==> config.mk <==
export PLATFORM = sky130hd
export DESIGN_NAME = alarm_controller
export DESIGN_NICKNAME = d
export VERILOG_FILES = /design/src/rtl/alarm_controller_pkg.sv /design/src/rtl/alarm_controller_edge_pulse.sv /design/src/rtl/alarm_controller.sv
export SDC_FILE = /design/constraint.sdc
export NUM_CORES = 1
export LEC_CHECK = 0
export BUFFER_PORTS_ARGS = -buffer_cell sky130_fd_sc_hd__buf_2
export CAP_MARGIN = 15
export CORE_ASPECT_RATIO = 0.7
export CORE_MARGIN = 8
export CORE_UTILIZATION = 40
export DETAILED_ROUTE_END_ITERATION = 10
export PLACE_DENSITY_LB_ADDON = 0.1
export SETUP_SLACK_MARGIN = 0.3
export SYNTH_ARGS = -nofsm -noshare
export SYNTH_HDL_FRONTEND = slang
export SYNTH_SLANG_ARGS = --single-unit
export TNS_END_PERCENT = 100
==> constraint.sdc <==
create_clock -name clk_src -period 2.35 [get_ports clk_src]
set_input_delay 0.1175 -clock clk_src [delete_from_list [all_inputs] [get_ports clk_src]]
set_output_delay 0.1175 -clock clk_src [all_outputs]
set_load 0.02 [all_outputs]
==> src/rtl/alarm_controller_pkg.sv <==
// Shared definitions for the alarm controller: FSM state encoding and
// wrap limits of the stored alarm time.
// Imported by alarm_controller and its testbench.
package alarm_controller_pkg;

  typedef enum logic [1:0] {
    ST_IDLE   = 2'd0,
    ST_RING   = 2'd1,
    ST_SNOOZE = 2'd2
  } state_t;

  localparam int unsigned MIN_MAX  = 59;
  localparam int unsigned HOUR_MAX = 23;

endpackage

==> src/rtl/alarm_controller_edge_pulse.sv <==
// edge_pulse: single-bit rising-edge detector.
// Ports:
//   clk_src - clock
//   reset   - asynchronous active-high reset (clears the previous-value register)
//   level   - level input to watch
//   pulse   - one-cycle high when level is 1 and was 0 on the previous clock
module edge_pulse (
  input  logic clk_src,
  input  logic reset,
  input  logic level,
  output logic pulse
);

  logic prev;

  always_ff @(posedge clk_src or posedge reset) begin
    if (reset) prev <= 1'b0;
    else       prev <= level;
  end

  assign pulse = level & ~prev;

endmodule

==> src/rtl/alarm_controller.sv <==
// alarm_controller: holds a user-set HH:MM alarm time and rings when the
// running time from the timers reaches HH:MM:00 while armed.
// Optional feature macro: ALARM_SNOOZE_EN (adds SNOOZE state and counter;
// without it the snooze input is ignored).
// Ports:
//   clk_src            - single clock of the block
//   reset              - asynchronous active-high reset
//   tick               - one-cycle pulse per second
//   sec, min, hour     - current time, WIDTH bits each
//   set_mode           - 1: buttons edit the alarm time, forces IDLE
//   inc_min, inc_hour  - rising edge increments alarm minute / hour
//   arm                - 1: alarm armed
//   stop               - rising edge silences ringing
//   snooze             - rising edge starts snooze (feature macro only)
//   alarm_min/hour     - stored alarm time
//   ringing            - 1 while ringing
//   beep               - ringing gated by a 1 Hz pattern
module alarm_controller
  import alarm_controller_pkg::*;
#(
  parameter int unsigned WIDTH      = 32,
  parameter int unsigned RING_SECS  = 60,
  parameter int unsigned SNOOZE_MIN = 5
) (
  input  logic             clk_src,
  input  logic             reset,
  input  logic             tick,
  input  logic [WIDTH-1:0] sec,
  input  logic [WIDTH-1:0] min,
  input  logic [WIDTH-1:0] hour,
  input  logic             set_mode,
  input  logic             inc_min,
  input  logic             inc_hour,
  input  logic             arm,
  input  logic             stop,
  input  logic             snooze,
  output logic [5:0]       alarm_min,
  output logic [4:0]       alarm_hour,
  output logic             ringing,
  output logic             beep
);

  localparam int unsigned RING_W = (RING_SECS > 1) ? $clog2(RING_SECS) : 1;

  logic min_edge, hour_edge, stop_edge, snooze_edge;

  edge_pulse u_inc_min  (.clk_src(clk_src), .reset(reset), .level(inc_min),  .pulse(min_edge));
  edge_pulse u_inc_hour (.clk_src(clk_src), .reset(reset), .level(inc_hour), .pulse(hour_edge));
  edge_pulse u_stop     (.clk_src(clk_src), .reset(reset), .level(stop),     .pulse(stop_edge));
  edge_pulse u_snooze   (.clk_src(clk_src), .reset(reset), .level(snooze),   .pulse(snooze_edge));

  // Alarm time storage; minute wrap never carries into the hour.
  always_ff @(posedge clk_src or posedge reset) begin
    if (reset) begin
      alarm_min  <= '0;
      alarm_hour <= '0;
    end else if (set_mode) begin
      if (min_edge)
        alarm_min <= (alarm_min == 6'(MIN_MAX)) ? '0 : alarm_min + 6'd1;
      if (hour_edge)
        alarm_hour <= (alarm_hour == 5'(HOUR_MAX)) ? '0 : alarm_hour + 5'd1;
    end
  end

  logic match;
  assign match = arm && !set_mode &&
                 (hour == WIDTH'(alarm_hour)) &&
                 (min  == WIDTH'(alarm_min)) &&
                 (sec  == '0);

  state_t            state, state_n;
  logic [RING_W-1:0] ring_cnt, ring_cnt_n;
  logic              beep_phase, beep_phase_n;

`ifdef ALARM_SNOOZE_EN
  localparam int unsigned SNOOZE_TICKS = SNOOZE_MIN * 60;
  logic [11:0] snz_cnt, snz_cnt_n;

  always_ff @(posedge clk_src or posedge reset) begin
    if (reset) snz_cnt <= '0;
    else       snz_cnt <= snz_cnt_n;
  end
`else
  logic unused_snooze;
  assign unused_snooze = snooze_edge ^ (SNOOZE_MIN != 0);
`endif

  always_ff @(posedge clk_src or posedge reset) begin
    if (reset) begin
      state      <= ST_IDLE;
      ring_cnt   <= '0;
      beep_phase <= 1'b0;
    end else begin
      state      <= state_n;
      ring_cnt   <= ring_cnt_n;
      beep_phase <= beep_phase_n;
    end
  end

  always_comb begin
    state_n      = state;
    ring_cnt_n   = ring_cnt;
    beep_phase_n = beep_phase;
`ifdef ALARM_SNOOZE_EN
    snz_cnt_n    = snz_cnt;
`endif
    if (set_mode) begin
      state_n      = ST_IDLE;
      beep_phase_n = 1'b0;
    end else begin
      case (state)
        ST_IDLE: begin
          if (tick && match) begin
            state_n      = ST_RING;
            ring_cnt_n   = '0;
            beep_phase_n = 1'b0;
          end
        end
        ST_RING: begin
          // stop is checked before snooze so a simultaneous press ends in IDLE
          if (stop_edge || !arm) begin
            state_n = ST_IDLE;
`ifdef ALARM_SNOOZE_EN
          end else if (snooze_edge) begin
            state_n   = ST_SNOOZE;
            snz_cnt_n = '0;
`endif
          end else if (tick) begin
            if (ring_cnt == RING_W'(RING_SECS - 1)) begin
              state_n = ST_IDLE;
            end else begin
              ring_cnt_n   = ring_cnt + 1'b1;
              beep_phase_n = ~beep_phase;
            end
          end
        end
`ifdef ALARM_SNOOZE_EN
        ST_SNOOZE: begin
          if (stop_edge || !arm) begin
            state_n = ST_IDLE;
          end else if (tick) begin
            if (snz_cnt == 12'(SNOOZE_TICKS - 1)) begin
              state_n      = ST_RING;
              ring_cnt_n   = '0;
              beep_phase_n = 1'b0;
            end else begin
              snz_cnt_n = snz_cnt + 12'd1;
            end
          end
        end
`endif
        default: state_n = ST_IDLE;
      endcase
    end
  end

  // Decoded from flops only, so both drop together with the async reset.
  assign ringing = (state == ST_RING);
  assign beep    = ringing & beep_phase;

endmodule

==> After elaboration in Yosys (flattened, before gate mapping) <==
Cells that the tools add are included.
{ "totals": {"register_bits": 23, "latchBits": 0, "ramBits": 0, "rom_bits": 0, "in_bits": 105, "output_inout_bits": 13, "wordCells": 72, "n_memories": 0} }
{ "classes": {"addsub": 3, "n_mul": 0, "div": 0, "order_cmp": 0, "eq_ne": 16, "shift": 0, "muxes": 19, "bitwise_logic": 9, "reduce_logical": 17} }
{ "op_table": {"columns": ["cell", "n"], "rows": [
  ["32-bit by 5-bit == test with 1-bit output", 1],
  ["32-bit by 6-bit == test with 1-bit output", 1],
  ["32-bit zero test", 1],
  ["6-bit 2-to-1 mux", 5],
  ["6-bit by 1-bit adder with 6-bit output (second input constant)", 2],
  ["6-bit == test (second input constant)", 2],
  ["3-bit != test (second input constant)", 4],
  ["6-bit one-hot mux with 2 select lines", 1],
  ["2-bit 2-to-1 mux", 5],
  ["2-bit != test (second input constant)", 4],
  ["6-bit AND reduction", 1],
  ["5-bit by 1-bit adder with 5-bit output (second input constant)", 1],
  ["5-bit == test (second input constant)", 1],
  ["1-bit logical AND", 5],
  ["1-bit 2-to-1 mux", 5],
  ["5-bit 2-to-1 mux", 1],
  ["1-bit NOT", 5],
  ["5-bit AND reduction", 1],
  ["1-bit bitwise AND", 4],
  ["4-bit by 2-bit != test with 1-bit output (second input constant)", 1],
  ["4-bit by 3-bit != test with 1-bit output (second input constant)", 1],
  ["2-bit one-hot mux with 2 select lines", 1],
  ["2-bit AND reduction", 2],
  ["3-bit AND reduction", 1],
  ["7 further kinds", 8]
]} }

==> Longest topological paths before layout <==
{ "logic_depth": {"ltp_word": 9, "ltp_mapped": 6, "mapped_depth_nobuf": 6} }

==> Cells and area by module <==
Synthesis repeated with hierarchy kept, for this count alone.
{ "unflattened": {"cells_unflattened": 159, "hier_area_um2": 1468.9} }
{ "modules_own_cells": {"columns": ["mod", "instances", "cells_per_inst", "area_each_um2", "seq_area_each_um2"], "rows": [
  ["alarm_controller", 1, 150, 1341.3, 475.5],
  ["edge_pulse", 3, 3, 42.5, 25.0]
]} }

==> Worst setup path before layout <==
Ideal clock, no wire load.
{ "synth_timing": {"kind": "register to register", "startpoint": "reg alarm_min[3]", "endpoint": "reg ring_cnt[4]", "setup_ps": 137, "arrival_time_ps": 1799, "t_required_ps": 2213, "slack_ps": 414, "stages_incl_launch_ff": 7, "n_path_buf": 1, "synth_period_minus_slack_ps": 1936, "path_cell_list": "dfrtp_1 -> clkbuf_1 -> xnor2_1 -> nand4_1 -> or3_2 -> nor4_4 -> o22ai_1"} }
{ "synth_between": {"elab_chain_cells": 6} }
{ "synth_lines": {"columns": ["item", "line", "source"], "rows": [
  ["from (decl)", "alarm_controller.sv:37", "output logic [5:0] alarm_min,"],
  ["from (signal assigned)", "alarm_controller.sv:59", "alarm_min <= (alarm_min == 6'(MIN_MAX)) ? '0 : alarm_min + 6'd1;"],
  ["32-bit by 6-bit == test with 1-bit output", "alarm_controller.sv:68", "(min == WIDTH'(alarm_min)) &&"],
  ["1-bit logical AND", "alarm_controller.sv:67", "(hour == WIDTH'(alarm_hour)) &&"],
  ["1-bit logical AND", "alarm_controller.sv:68", null],
  ["1-bit logical AND", "alarm_controller.sv:113", "if (tick && match) begin"],
  ["2-bit != test (no line)", null, null],
  ["6-bit AND reduction (no line)", null, null],
  ["to (signal assigned)", "alarm_controller.sv:95", "ring_cnt <= ring_cnt_n;"],
  ["to (decl)", "alarm_controller.sv:72", "logic [RING_W-1:0] ring_cnt, ring_cnt_n;"]
]} }
No other way between the ends.
A chain may end at the register's enable or synchronous reset.

==> Final worst setup path <==
{ "layout_timing": {"startpoint": "reg alarm_hour[3]", "endpoint": "reg ring_cnt[1]"} }
{ "layout_between": {"elab_chain_cells": 7} }
{ "layout_lines": {"columns": ["item", "line", "source"], "rows": [
  ["from (decl)", "alarm_controller.sv:38", "output logic [4:0] alarm_hour,"],
  ["from (signal assigned)", "alarm_controller.sv:61", "alarm_hour <= (alarm_hour == 5'(HOUR_MAX)) ? '0 : alarm_hour + 5'd1;"],
  ["32-bit by 5-bit == test with 1-bit output", "alarm_controller.sv:67", null],
  ["1-bit logical AND", "alarm_controller.sv:66", "assign match = arm && !set_mode &&"],
  ["1-bit logical AND", "alarm_controller.sv:67", null],
  ["1-bit logical AND", "alarm_controller.sv:68", null],
  ["1-bit logical AND", "alarm_controller.sv:113", null],
  ["2-bit != test (no line)", null, null],
  ["6-bit AND reduction (no line)", null, null]
]} }
No other way between the ends.

==> results.tsv <==
stage	metric	value	unit
run_status	status	finished with violations	
run_status	failing checks	negative hold slack	
synth	main area contributors after synthesis	dfrtp_1, xnor2_1, nor4_1	
global_route	total grt overflow	0	
finish	final instance area	2260	um^2
pwr	peak supply drop	497	uV
place	placed instance area	2140	um^2
worst_setup_path	CP max FO	6	
worst_setup_path	Worst Setup End Kind	flip-flop	
global_route	first-pass GRT wire length	7.85	mm
worst_setup_path	FF-to-FF Start	alarm_hour[3]	
place	Placer Congestion	0.832	
clock_network	CTS tree	done	
finish	Finished Layout Cells	338	
place	IO buf count	116	
pwr	Design Power	1.29	mW
synth	Synth cell types	39	
clock_network	CTS H-tree lvls	1	
routing	# DRC	0	
die	die area	6010	um^2
sta	final hold vios	3	
synth	ys flop type	dfrtp_1	
clock_network	clock sink count	22	
routing	total number of vias	1724	
sta	Fmax	0.514	GHz
clock_network	clk root buf	clkbuf_8	
die	die height	67.3	um
synth	area share of the largest cell type after synthesis	36.6	%
die	Core Footprint	3560	um^2
worst_setup_path	Crit Path Class	flip-flop to flip-flop	
sta	Finish-stage setup viols	0	
place	total placed cells including tap cells	328	
pwr	power per cell area	572	nW/um^2
synth	most frequent cells after synthesis	dfrtp_1, nor4_1, nand2_1, xnor2_1, nand4_1	
die	die width	89.3	um
sta	post-route minimum period	1.95	ns
finish	share of layout cells above drive strength 1	47.2	%
clock_network	clock latency on the worst-skew pair	0.26	ns
synth	Post-synth ARST share	100	%
routing	routed wire length	5.38	mm
die	Starting Density	42.3	%
routing	antenna viol nets, final	0	
routing	Vias/cell	5.10	
place	dpl hpwl	4.55	mm
sta	Setup Skew	0.00374	ns
die	I/O pin cnt	118	
synth	warnings from Yosys	0	
global_route	initial antenna violation count	0	
synth	biggest area consumer among synthesized cells	dfrtp_1	
routing	drt wl/cell	15.9	um
sta	Post-Route Setup TNS	0	ns
sta	RSZ-0062 raised after global routing	false	
synth	Synth Area per Inst	9.12	um^2
worst_setup_path	Worst EP required	2.49	ns
flow_run	MaxCap Viol Count	0	
finish	Layout area overhead	50.4	%
synth	Synth Net Count	273	
global_route	GR Util All Layers	16.6	%
worst_setup_path	Startpoint Class	flip-flop	
worst_setup_path	crit path launch	alarm_hour[3]	
sta	Max Slew Vio Count	0	
finish	fin nets	397	
synth	Yosys reg bits	22	
pwr	Leakage Power	1.07	nW
global_route	pin count of the biggest net entering global routing	23	
synth	register area share after synthesis	36.6	%
die	Core Rows	18	
worst_setup_path	CP cell instances	xnor2_1 > nand4_1 > or4_4 > nor4_4 > buf_4 > a21oi_1	
sta	Min Hold Slack	-0.00222	ns
synth	most common cell in the netlist	dfrtp_1	
global_route	vias in the first global route	1655	
worst_setup_path	Arr. time, crit path	2.09	ns
routing	drt initial violations	68	
worst_setup_path	CP max stage delay	0.48	ns
sta	crit share post-route	82.8	%
clock_network	CTS buffer count	3	
synth	Post-Syn Area	1510	um^2
finish	diode count	0	
clock_network	CTS max path bufs	2	
synth	Post-synth EDFFs	0	
routing	drt first pass iters	4	
sta	Worst-Margin Slew	0.824	ns
worst_setup_path	CP max stage cell	or4_4	
sta	Slew headroom	45.0	%
clock_network	Worst-path clk slew	0.08	ns
synth	gate count of the mapped netlist	165	
min_path	Worst Hold Class	primary input to asynchronous set/reset pin	
==> layout by cell type (no fill, tap or decap), types with 3 or more instances in the layout <==
cell type and n:
clkbuf_8 3, dfrtp_1 20, nand2_1 17, dlygate4sd3_1 3, nor3_1 4, nand3_1 7, buf_4 3, nor2b_1 3
ha_1 3, a21oi_1 6, xnor2_1 15, a21o_1 3, nor4_1 18, buf_2 116, nand2b_1 4, o21ai_0 6
nor4_2 4, mux2i_1 3, inv_1 4, nor2_1 5, nand4_1 11
==> layout make-up <==
class                           count  area (um^2)
Multi-Input combinational cell    136          928
Clock buffer                        3         41.3
Tap cell                           50         62.6
Sequential cell                    22          553
Fill cell                         323         1290
Timing Repair Buffer              122          633
Clock inverter                      1         30.0
Inverter                            4         15.0
==> through the flow <==
step | utilization (%) | setup WS [ns]
final | 63.6 | 0.404
after global routing | 63.6 | 0.296
after CTS | 62.9 | 0.362
after detailed placement | 60.1 | 0.375
after global placement | 60.1 | 0.377
after floorplan | - | 0.414
==> path summary, 6_finish.rpt <==
path,to,slack (ns),depth (start not counted)
max,ring_cnt[1],0.40,6
min,u_inc_hour.prev,-0.002,2
max reg2reg,ring_cnt[1],0.40,6
min reg2reg,ring_cnt[2],0.55,1
max in group asynchronous,ring_cnt[0],1.78,2
min in group clk_src,beep_phase,0.10,2
==> layer usage <==
metal / track usage, % / wire, um / vias up
met2: 27.2 / 2450 / 75
met3: 5.94 / 655 / 2
li1: - / - / 879
met4: 2.47 / 18 / 0
met1: 21.0 / 2250 / 768
met5: 0 / 0 / -
==> state kept, by name, summed over array words and instances (netlist names) <==
name / count
alarm_hour: 5
alarm_min: 6
beep_phase: 1
ring_cnt: 6
state: 1
u_inc_hour.prev: 1
u_inc_min.prev: 1
u_stop.prev: 1
==> critical path: cells and delay by family (launching register included) <==
kind | cells | cell delay [ns]
AOI/OAI and AO/OA | 1 | 0.08
xor gates and xnor gates | 1 | 0.21
buffers and inverters | 1 | 0.18
DFF | 1 | 0.44
and+or+nand+nor | 3 | 0.92
==> repair_timing <==
action,in CTS,in global routing
setup buffers,0,3
endpoints found under the setup margin,0,7
gates resized for setup,0,2
hold endpoints to repair,3,0
hold buffers,3,0
==> where the power goes <==
group / switching [mW] / internal [mW]
clock: 0.127 / 0.228
combinational: 0.201 / 0.202
sequential: 0.0977 / 0.438
total: 0.426 / 0.868
==> cells by family (layout without fill, tap and decap cells) <==
logic type | Yosys count | after routing | share of synthesized area (%)
compound gates | 28 | 28 | 12.3
simple gates | 84 | 84 | 34.1
xor+xnor | 16 | 16 | 9.31
fa+ha+maj | 3 | 3 | 2.49
flops | 22 | 22 | 36.6
mux | 5 | 5 | 3.49
buf+inv | 7 | 130 | 1.75
No activity file was read; power rests on OpenSTA's default activity.
